[src/rtl/lfsr_parity_checker_sat_counter.sv]
// Width-parameterised saturating event counter with synchronous clear.
module sat_counter #(
    parameter int unsigned W = 16
) (
    input  logic         clk,
    input  logic         rst,
    input  logic         clr,
    input  logic         inc,
    output logic [W-1:0] count
);

    // Clear wins over a coincident increment; increments stop at all-ones.
    always_ff @(posedge clk) begin
        if (rst || clr) begin
            count <= '0;
        end else if (inc && (count != '1)) begin
            count <= count + 1'b1;
        end
    end

endmodule

[config.mk]
export PLATFORM = sky130hd
export DESIGN_NAME = sat_counter
export DESIGN_NICKNAME = d
export VERILOG_FILES = /design/src/rtl/lfsr_parity_checker_sat_counter.sv
export SDC_FILE = /design/constraint.sdc
export NUM_CORES = 1
export LEC_CHECK = 0
export ABC_AREA = 1
export CORE_AREA = 2 2 52 54
export DETAILED_ROUTE_END_ITERATION = 6
export DIE_AREA = 0 0 54 56
export GPL_ROUTABILITY_DRIVEN = 0
export PLACE_DENSITY_LB_ADDON = 0.12
export SYNTH_ARGS = -nofsm -noshare
export SYNTH_HDL_FRONTEND = slang
export SYNTH_SLANG_ARGS = --single-unit
[constraint.sdc]
create_clock -name clk -period 1.3 [get_ports clk]
set_input_delay 0.195 -clock clk [delete_from_list [all_inputs] [get_ports clk]]
set_output_delay 0.195 -clock clk [all_outputs]
set_load 0.03 [all_outputs]
======== After elaboration in Yosys (flattened, before gate mapping) ========
Index checks and enable logic that the tools add are counted.
word-level totals
  register bits after elaboration ......... 16
  word-level logic and storage cells ...... 5
  output and inout port bits .............. 16
operators by class
  reductions and logical operators ........ 2
  add/sub/neg operators ................... 1
  equal/unequal tests ..................... 1
operators with widths
  cell                                           count
  adder 16 x 1 -> 16 bit, second input constant  1
  inequality test 16 bit, second input constant  1
  logical AND 1 bit                              1
  logical OR 1 bit                               1

======== Logic depth before layout (Yosys ltp) ========
Gate-level depths: netlist of the first run.
  word-level depth ........................ 2
  gate-level depth with buffers ........... 9
  gate-level depth less buffers ........... 9

======== Worst setup path after synthesis of the first run ========
No wires, ideal clock.
  path kind ............................... register -> register
  from .................................... register count[1]
  to ...................................... register count[13]
  stages on the path, launching flop included .. 8
  arrival ................................. 1.478 ns
  path buffers ............................ 1
  period minus slack after synthesis ...... 1.594 ns
  slack ................................... -0.294 ns
  setup time .............................. 0.116 ns
  cell sequence ........................... dfxtp_1 -> ha_1 -> nand2_1 -> nor2_2 -> nand4_2 -> buf_6 -> a21oi_1 -> nor2_1
between the ends
  longest elaborated chain between the ends .. 2
  elaborated cells on any way between the ends .. 3
RTL lines
  item                                                                            line  RTL
  start: declaration                                                              9     output logic [W-1:0] count
  start signal: assignment                                                        17    count <= count + 1'b1;
  parallel branches: the longest is 2 deep, another holds adder 16 x 1 -> 16 bit  --
Several ways; the timed one is not identified.
A chain may end at the register's enable or synchronous reset.

======== Final worst setup path of the first run ========
  from .................................... register count[0]
  to ...................................... register count[2]
The elaborated chain is that of the path after synthesis.

==> results of run 1 <==
[cell families (layout without fill, tap and decap cells)]
| group | Yosys count | after routing | share of synthesized area, % |
|---|---|---|---|
| AO/OA/AOI/OAI | 14 | 14 | 8.03 |
| adder cells (fa/ha/maj) | 1 | 1 | 1.32 |
| buffers and inverters | 16 | 48 | 7.50 |
| flip-flops | 16 | 16 | 33.7 |
| AND/OR/NAND/NOR | 102 | 102 | 49.5 |
[synthesized netlist by cell type (3+ instances only)]
cell | n | area, um2
nand2_1 | 38 | 143
o21ai_0 | 3 | 15.0
nor2_1 | 34 | 128
nor2_2 | 3 | 18.8
nand2_2 | 3 | 18.8
nand4_1 | 3 | 18.8
a21oi_1 | 9 | 45.0
nor2_4 | 4 | 45.0
dfxtp_1 | 16 | 320
inv_1 | 12 | 45.0
nand3_1 | 14 | 70.1
[critical path: stages (launching register included)]
cell and delay (ps):
dfxtp_4 390, ha_4 160, nand2_4 60, nor2_4 100, nand2_2 90, nor2_4 180
nor2_4 70, a21oi_1 120, nor2_1 50
[power by group through the flow]
| stage | Sequential, mW | Clock (mW) | Combinational (mW) |
|---|---|---|---|
| global route | 0.494 | 0.379 | 0.0724 |
| global placement | 0.506 | 0 | 0.0643 |
| finish | 0.493 | 0.346 | 0.0657 |
| CTS | 0.493 | 0.361 | 0.0662 |
| detailed placement | 0.506 | 0 | 0.0653 |
| floorplan | 0.511 | 0 | 0.0290 |
[worst min path at each step]
stage,end
after floorplan,count[11]
after global placement,count[11]
after detailed placement,count[11]
after CTS,count[11]
after global routing,count[11]
final,count[7]
[per-stage QoR]
step	hold WS, ps	total power, mW
after floorplan	377	0.540
after CTS	514	0.920
after global placement	493	0.570
after detailed placement	499	0.572
after global routing	546	0.945
final	513	0.905
[final cells by class]
type	instances	area [um2]	area share [%]
Multi-Input combinational cell	117	639	46.5
Inverter	14	52.6	3.83
Timing Repair Buffer	30	260	18.9
Sequential cell	16	348	25.3
Tap cell	30	37.5	2.73
Clock buffer	4	36.3	2.64
[repair_timing]
item	CTS	global route
setup buffers	1	0
pin swaps	6	4
endpoints found under the setup margin	28	27
gates resized for setup	27	15
[per-layer routing]
metal	wire, um	vias up	part of all wire (%)
met4	50	0	2.1
li1	-	539	-
met1	1100	476	46
met2	1130	21	48
met5	0	-	0
met3	85	6	3.6
==> metrics.cfg, run 1 <==
[run_status]
status=finished with violations
violations=negative setup slack

[floorplanning]
die_h_um=56
rows=18
initial_core_util_pct=39.1
coreArea_mm2=0.00243
num_io_pins=20
dieArea_mm2=0.00302
die_w_um=54

[layout]
n_antenna_cell=0
final_cell_mix=nand2_1 (36), nor2_1 (28), nand3_1 (13), dfxtp_2 (13), inv_1 (12)
largest_reg_flops=16
top_regs=count: 16 flops
largest-register=count
final_common_cell=nand2_1
num-fill-cells=236
layout-drive-gt1-share_pct=37.6
post_layout_nonfiller_instances=211
finalNetCount=187
final_area_mm2=0.00137
areaGrowthSynthToFinish_pct=44.5
final_util_pct=56.5

[power_and_ir_drop]
switchingPower_mw=0.215
vdd_ir_drop_max_mv=0.506
p_seq_share_pct=54.5
combPwrFrac_pct=7.3
static-leakage-power_nw=0.548
switching_share_pct=23.8
internal-power_mw=0.690
powerDensity_mw_per_mm2=659
p_clk_share_pct=38.3

[timing]
relSlewSlack_pct=79.9
setup_viol=2
setup_ws_ps=-25.2
fmax_mhz=755
period_needed_ps=1330
setup-tns-final_ps=-32.8
skew_ps=5.50
tightest_slew_ps=303
drv_slew=0
rsz0062_at_grt=true
final.period_utilization_pct=102
hold_violations=0

[min_path]
hold_depth=2
holdCritStartpoint=count[7]
min_path_type=flip-flop to flip-flop

[place]
pre_cts_ws_ps=-133
io_buffers=19
place_hpwl_um=1810
dp.cells=206
placed_area_mm2=0.00133

[routing]
avgRoutedWirePerCell_um=11.2
dr.pass1.iters=4
drc_errors=0
vias=1042
antenna_left=0
via_per_inst=4.94
wl_um=2370
drtIter0Drc=20

[grt]
first_global_vias=896
met2_usage_pct=29.1
grtUsageMet1_pct=22.3
grt.busiest_layer=met2
grt_max_degree=13
grt_pass1_wl_um=3990
grt-ovfl-total=0
antenna_found_initial=0
use_met3_pct=3.23
grt.total_usage_pct=18.0

[logic_synthesis]
yosysSeqAreaShare_pct=33.7
async_flop_share_pct=0
syn_area_per_cell_um2=6.38
synth_edf_count=0
yosys_warnings=0
syn_nets=154
synth_area_um2=951
synth_flop_cell=dfxtp_1
synth_seq_cells=16
syn_inst=149
yosysUniqueCellTypes=21

[clock_network]
clk_pin_slew_ps=100
cts_tree=done
cts_root_buffer=clkbuf_4
clockBufferDepth=2
cts.sinks=16
clkLatencyLatePin_ps=300
ctsHoldBuffers=0
htree_levels=1
numCtsBuffers=3

[setup_path]
critical_path_class=flip-flop to flip-flop
rrSetupSlack_ps=-30
reg2reg_from=count[0]
crit_path_max_fanout=5
endpoint=count[2]
regToRegEndpoint=count[2]
critPathLaunchType=flip-flop
worstPathArrival_ps=1530
setup.worst_path.end_class=flip-flop
cp-startpoint=count[0]
required_ps=1510
ff2ff_path_depth=8

[flow_run]
cap_viol_max_count=0

(Power assumes the default switching activity.)
==> run 2, diff against run 1 <==
==> constraint.sdc (replaced) <==
create_clock -name clk -period 1.3 [get_ports clk]
set_input_delay 0.13 -clock clk [delete_from_list [all_inputs] [get_ports clk]]
set_output_delay 0.13 -clock clk [all_outputs]
set_load 0.03 [all_outputs]
==> run 2 against run 1 <==
The run still ends with negative setup slack left; register-to-register slack barely moved; design area rose by 3.0%; fmax fell by 0.23%; clock power fell by 17%; clock skew rose by 4.6 ps; utilization rose by 1.7 points; setup slack got worse by 3.0 ps; first-iteration DRC count fell by 35%; final cell count rose by 1.4%; sequential power barely moved; routed wire length rose by 2.3%; flip-flop and latch count did not move.
==> metrics.cfg, run 2 (synthesis gave the netlist of run 1 again) <==
[place]
place_hpwl_um=1760  ; -2.6%
io_buffers=19  ; unchanged
dp.cells=205  ; -0.49%
placed_area_mm2=0.00132  ; -0.38%
pre_cts_ws_ps=-48.3  ; +85.1 ps

[setup_path]
reg2reg_from=count[1]
crit_path_max_fanout=5  ; unchanged
critPathBufInv=0  ; unchanged
rrSetupSlack_ps=-30  ; about the same
setup.worst_path.end_class=flip-flop
path_cells=ha_4 -> nand2_4 -> nor2_4 -> nand2_2 -> nor2_4 -> nor2_4 -> a21oi_2 -> nor2_1
slowest_stage=dfxtp_4
ff2ff_path_depth=8  ; unchanged
required_ps=1490  ; -20 ps
path_common_cell=nor2_4
cpPeakStageDelay_ps=390  ; about the same
worstPathArrival_ps=1520  ; about the same
regToRegEndpoint=count[2]
crit_family=simple AND/OR/NAND/NOR gates
critPathLaunchType=flip-flop
critical_path_class=flip-flop to flip-flop

[floorplanning]
initial_core_util_pct=39.1  ; unchanged
num_io_pins=20  ; unchanged
die_w_um=54  ; unchanged
dieArea_mm2=0.00302  ; unchanged
die_h_um=56  ; unchanged
coreArea_mm2=0.00243  ; unchanged
rows=18  ; unchanged

[power_and_ir_drop]
powerDensity_mw_per_mm2=600  ; -9.0%
static-leakage-power_nw=0.606  ; +11%
p_total_mw=0.848  ; -6.2%
vdd_ir_drop_max_mv=0.639  ; +26%

[timing]
rsz0062_at_grt=true
tightest_slew_ps=313  ; +9.46 ps
setup-tns-final_ps=-47.8  ; -15.0 ps
whs_ps=511  ; -2.09 ps
period_needed_ps=1330  ; +3.03 ps
drv_slew=0  ; unchanged
hold_violations=0  ; unchanged
setup_ws_ps=-28.3  ; -3.03 ps
skew_ps=10.1  ; +4.63 ps
fmax_mhz=753  ; -0.23%
relSlewSlack_pct=79.2  ; -0.63 points
setup_viol=3  ; +1
final.period_utilization_pct=102  ; +0.23 points

[layout]
n_antenna_cell=0  ; unchanged
areaGrowthSynthToFinish_pct=48.8
final_util_pct=58.2  ; +1.7 points
final_area_mm2=0.00142  ; +3.0%
largest_reg_flops=16  ; unchanged
largest-register=count
layout-drive-gt1-share_pct=37.5  ; -0.069 points
finalNetCount=190  ; +1.6%
final_cell_mix=nand2_1 (35), nor2_1 (26), dlygate4sd2_1 (16)
top_regs=count: 16 flops
final_common_cell=nand2_1
post_layout_nonfiller_instances=214  ; +1.4%

[routing]
dr.pass1.iters=4  ; unchanged
vias=1022  ; -1.9%
via_per_inst=4.78  ; -3.3%
avgRoutedWirePerCell_um=11.3  ; +0.85%
antenna_left=0  ; unchanged
drtIter0Drc=13  ; -35%
wl_um=2420  ; +2.3%
drc_errors=0  ; unchanged

[clock_network]
clockBufferDepth=2  ; unchanged
ctsHoldBuffers=0  ; unchanged
clkLatencyLatePin_ps=290  ; about the same
clk_pin_slew_ps=110  ; about the same
cts_root_buffer=clkbuf_4
cts.sinks=16  ; unchanged
numCtsBuffers=3  ; unchanged
htree_levels=1  ; unchanged
cts_tree=done

[min_path]
hold_depth=2  ; unchanged
min_to=count[5]
holdCritStartpoint=count[5]
min_path_type=flip-flop to flip-flop

[flow_run]
cap_viol_max_count=0  ; unchanged

[run_status]
violations=negative setup slack
status=finished with violations

[grt]
antenna_found_initial=0  ; unchanged
grt_max_degree=17  ; +4
first_global_vias=984  ; +9.8%
grt_pass1_wl_um=4310  ; +7.9%
grt-ovfl-total=0  ; unchanged
grt.total_usage_pct=18.6  ; +0.61 points

[run 2: worst max path at each step]
stage	from	end	slack, ps	depth (start not counted)
6_report	count[1]	count[2]	-30	8
5_1_grt	count[1]	count[7]	-150	9
4_1_cts	count[0]	count[2]	-50	8
3_5_place_dp	inc	count[13]	-50	7
3_3_place_gp	inc	count[13]	-50	7
2_1_floorplan	count[1]	count[13]	-10	7
[run 2: final cells by class]
class,instances,area (um2)
flip-flops and latches,16,345
well taps,30,37.5
repair buffers,33,288
inverters,14,52.6
multi-input cells,117,666
fillers,241,1020
clock buffers,4,26.3
[run 2: power by group]
group          leakage (nW)  total [mW]  internal [mW]  switching [mW]
registers             0.138       0.494          0.490         0.00429
logic                 0.453      0.0680         0.0311          0.0369
clock network        0.0150       0.286          0.119           0.167
[run 2: what timing repair did]
item                       in CTS  in global routing
setup endpoints to repair      26                 17
resized for setup              21                 11
pin swaps                       8                  6
buffers inserted                0                  5
[run 2: routing by layer]
metal | GRT usage (%) | vias up | share of wire [%]
met4 | 4.29 | 0 | 0.79
met5 | 0 | - | 0
met1 | 24.7 | 467 | 47
met3 | 3.23 | 2 | 2.6
li1 | - | 542 | -
met2 | 30.7 | 11 | 50
[run 2: tightest hold or removal path, stage by stage (launching register included)]
cell and delay (ps):
dfxtp_2 350, nor2_1 90, nor2_1 50
==> run 3, diff against run 2 <==
SKIP_LAST_GASP = 1   (was not set)
==> run 3 against run 2 <==
The flow still finishes with violations (negative setup slack); global-route usage did not move; clock skew fell by 8.3 ps; worst hold slack improved by 0.76 ps; routed wire length rose by 2.0%; design area rose by 0.88%; largest cell class unchanged.
==> metrics.cfg, run 3 (synthesis gave the netlist of run 1 again) <==
[clock_network]
clk_pin_slew_ps=110  ; about the same
ctsHoldBuffers=0  ; unchanged
numCtsBuffers=3  ; unchanged
clockBufferDepth=2  ; unchanged
htree_levels=1  ; unchanged
clkLatencyLatePin_ps=280  ; about the same
cts_tree=done
cts_root_buffer=clkbuf_4
cts.sinks=16  ; unchanged

[setup_path]
setup.worst_path.end_class=flip-flop
ff2ff_path_depth=8  ; unchanged
cp-startpoint=count[0]
critical_path_class=flip-flop to flip-flop
rrSetupSlack_ps=-40  ; about the same
reg2reg_from=count[0]
critPathLaunchType=flip-flop
worstPathArrival_ps=1530  ; about the same
crit_path_max_fanout=5  ; unchanged
regToRegEndpoint=count[2]
required_ps=1490  ; about the same

[power_and_ir_drop]
combPwrFrac_pct=8.2  ; +0.2 points
internal-power_mw=0.640  ; about the same
p_total_mw=0.859  ; +1.2%
p_seq_share_pct=57.5  ; -0.8 points
p_clk_share_pct=34.3  ; +0.6 points
switching_share_pct=25.4  ; +0.85 points
vdd_ir_drop_max_mv=0.658  ; +3.0%
powerDensity_mw_per_mm2=601  ; +0.30%
static-leakage-power_nw=0.600  ; -0.97%
switchingPower_mw=0.218  ; +4.7%

[timing]
tightest_slew_ps=312  ; -1.21 ps
hold_violations=0  ; unchanged
rsz0062_at_grt=true
final.period_utilization_pct=103  ; +0.61 points
skew_ps=1.82  ; -8.31 ps
setup_ws_ps=-36.2  ; -7.97 ps
fmax_mhz=748  ; -0.60%
setup-tns-final_ps=-72.4  ; -24.6 ps
relSlewSlack_pct=79.3  ; +0.081 points
period_needed_ps=1340  ; +7.97 ps
drv_slew=0  ; unchanged
setup_viol=4  ; +1

[grt]
grt_max_degree=17  ; unchanged
grt_pass1_wl_um=4310  ; unchanged
grt-ovfl-total=0  ; unchanged
grt.total_usage_pct=18.6  ; unchanged
first_global_vias=984  ; unchanged
antenna_found_initial=0  ; unchanged

[min_path]
min_to=count[5]
hold_depth=2  ; unchanged
min_path_type=flip-flop to flip-flop
holdCritStartpoint=count[5]

[layout]
finalNetCount=189  ; -0.53%
final_common_cell=nand2_1
largest_reg_flops=16  ; unchanged
top_regs=count: 16 flops
multiInputGateArea_um2=686  ; +3.0%
final_cell_mix=nand2_1 (35), nor2_1 (24), dlygate4sd2_1 (16)
areaGrowthSynthToFinish_pct=50.1
layout-drive-gt1-share_pct=39.3  ; +1.8 points
n_antenna_cell=0  ; unchanged
num-fill-cells=240  ; -0.41%
register_area_um2=345  ; unchanged
largest-register=count

[routing]
wl_um=2470  ; +2.0%
drtIter0Drc=5  ; -8
avgRoutedWirePerCell_um=11.6  ; +2.5%
antenna_left=0  ; unchanged
via_per_inst=4.84  ; +1.3%
dr.pass1.iters=3  ; -1
drc_errors=0  ; unchanged
vias=1030  ; +0.78%

[run_status]
violations=negative setup slack
status=finished with violations

[floorplanning]
initial_core_util_pct=39.1  ; unchanged
die_w_um=54  ; unchanged
die_h_um=56  ; unchanged
rows=18  ; unchanged
num_io_pins=20  ; unchanged
coreArea_mm2=0.00243  ; unchanged
dieArea_mm2=0.00302  ; unchanged

[flow_run]
cap_viol_max_count=0  ; unchanged

[place]
io_buffers=19  ; unchanged
place_hpwl_um=1760  ; unchanged

-- run 3: layer usage --
metal,global-route usage [%],up-vias,part of all wire [%]
met2,30.7,9,48
met3,3.23,2,2.2
met1,24.7,474,49
met5,0,-,0
li1,-,545,-
met4,4.29,0,0.77
-- run 3: what timing repair did --
| item | in CTS | in global routing |
|---|---|---|
| endpoints found under the setup margin | 26 | 17 |
| resized for setup | 21 | 16 |
| buffers inserted | 0 | 4 |
| pin swaps | 7 | 11 |
-- run 3: per-stage QoR --
| step | setup slack, ps | cell area [um2] | instances | util, % | hold WS, ps |
|---|---|---|---|---|---|
| floorplan | -11.8 | 1030 | 149 | - | 312 |
| global placement | -45.2 | 1320 | 205 | 54.3 | 494 |
| detailed placement | -48.3 | 1320 | 205 | 54.3 | 504 |
| CTS | -45.0 | 1350 | 209 | 55.4 | 520 |
| global route | -158 | 1430 | 213 | 58.7 | 544 |
| finish | -36.2 | 1430 | 213 | 58.7 | 511 |
-- run 3: worst max path at each step --
stage	end	depth (start not counted)	slack, ps
finish	count[2]	8	-40
global placement	count[13]	7	-50
CTS	count[2]	8	-50
floorplan	count[13]	7	-10
detailed placement	count[13]	7	-50
global route	count[0]	8	-160
-- run 3: final cells by class --
type / instances / share of cell area, %
sequential: 16 / 24.2
multi-input combinational: 117 / 48.0
clock buffer: 4 / 1.84
tap: 30 / 2.63
inverter: 14 / 3.68
timing repair buffer: 32 / 19.6
-- run 3: power by group through the flow --
stage	combinational [mW]	sequential (mW)	clock [mW]
final	0.0700	0.494	0.295
after global routing	0.0790	0.495	0.341
after CTS	0.0633	0.495	0.300
after detailed placement	0.0635	0.506	0
after global placement	0.0623	0.506	0
after floorplan	0.0290	0.511	0
-- run 3: critical path, cell delays in order, from the launching register on --
cell	delay, ps
dfxtp_4	390
ha_4	160
nand2_4	60
nor2_4	110
nand2_2	90
nor2_4	180
nor2_4	80
a21oi_2	120
nor2_1	50
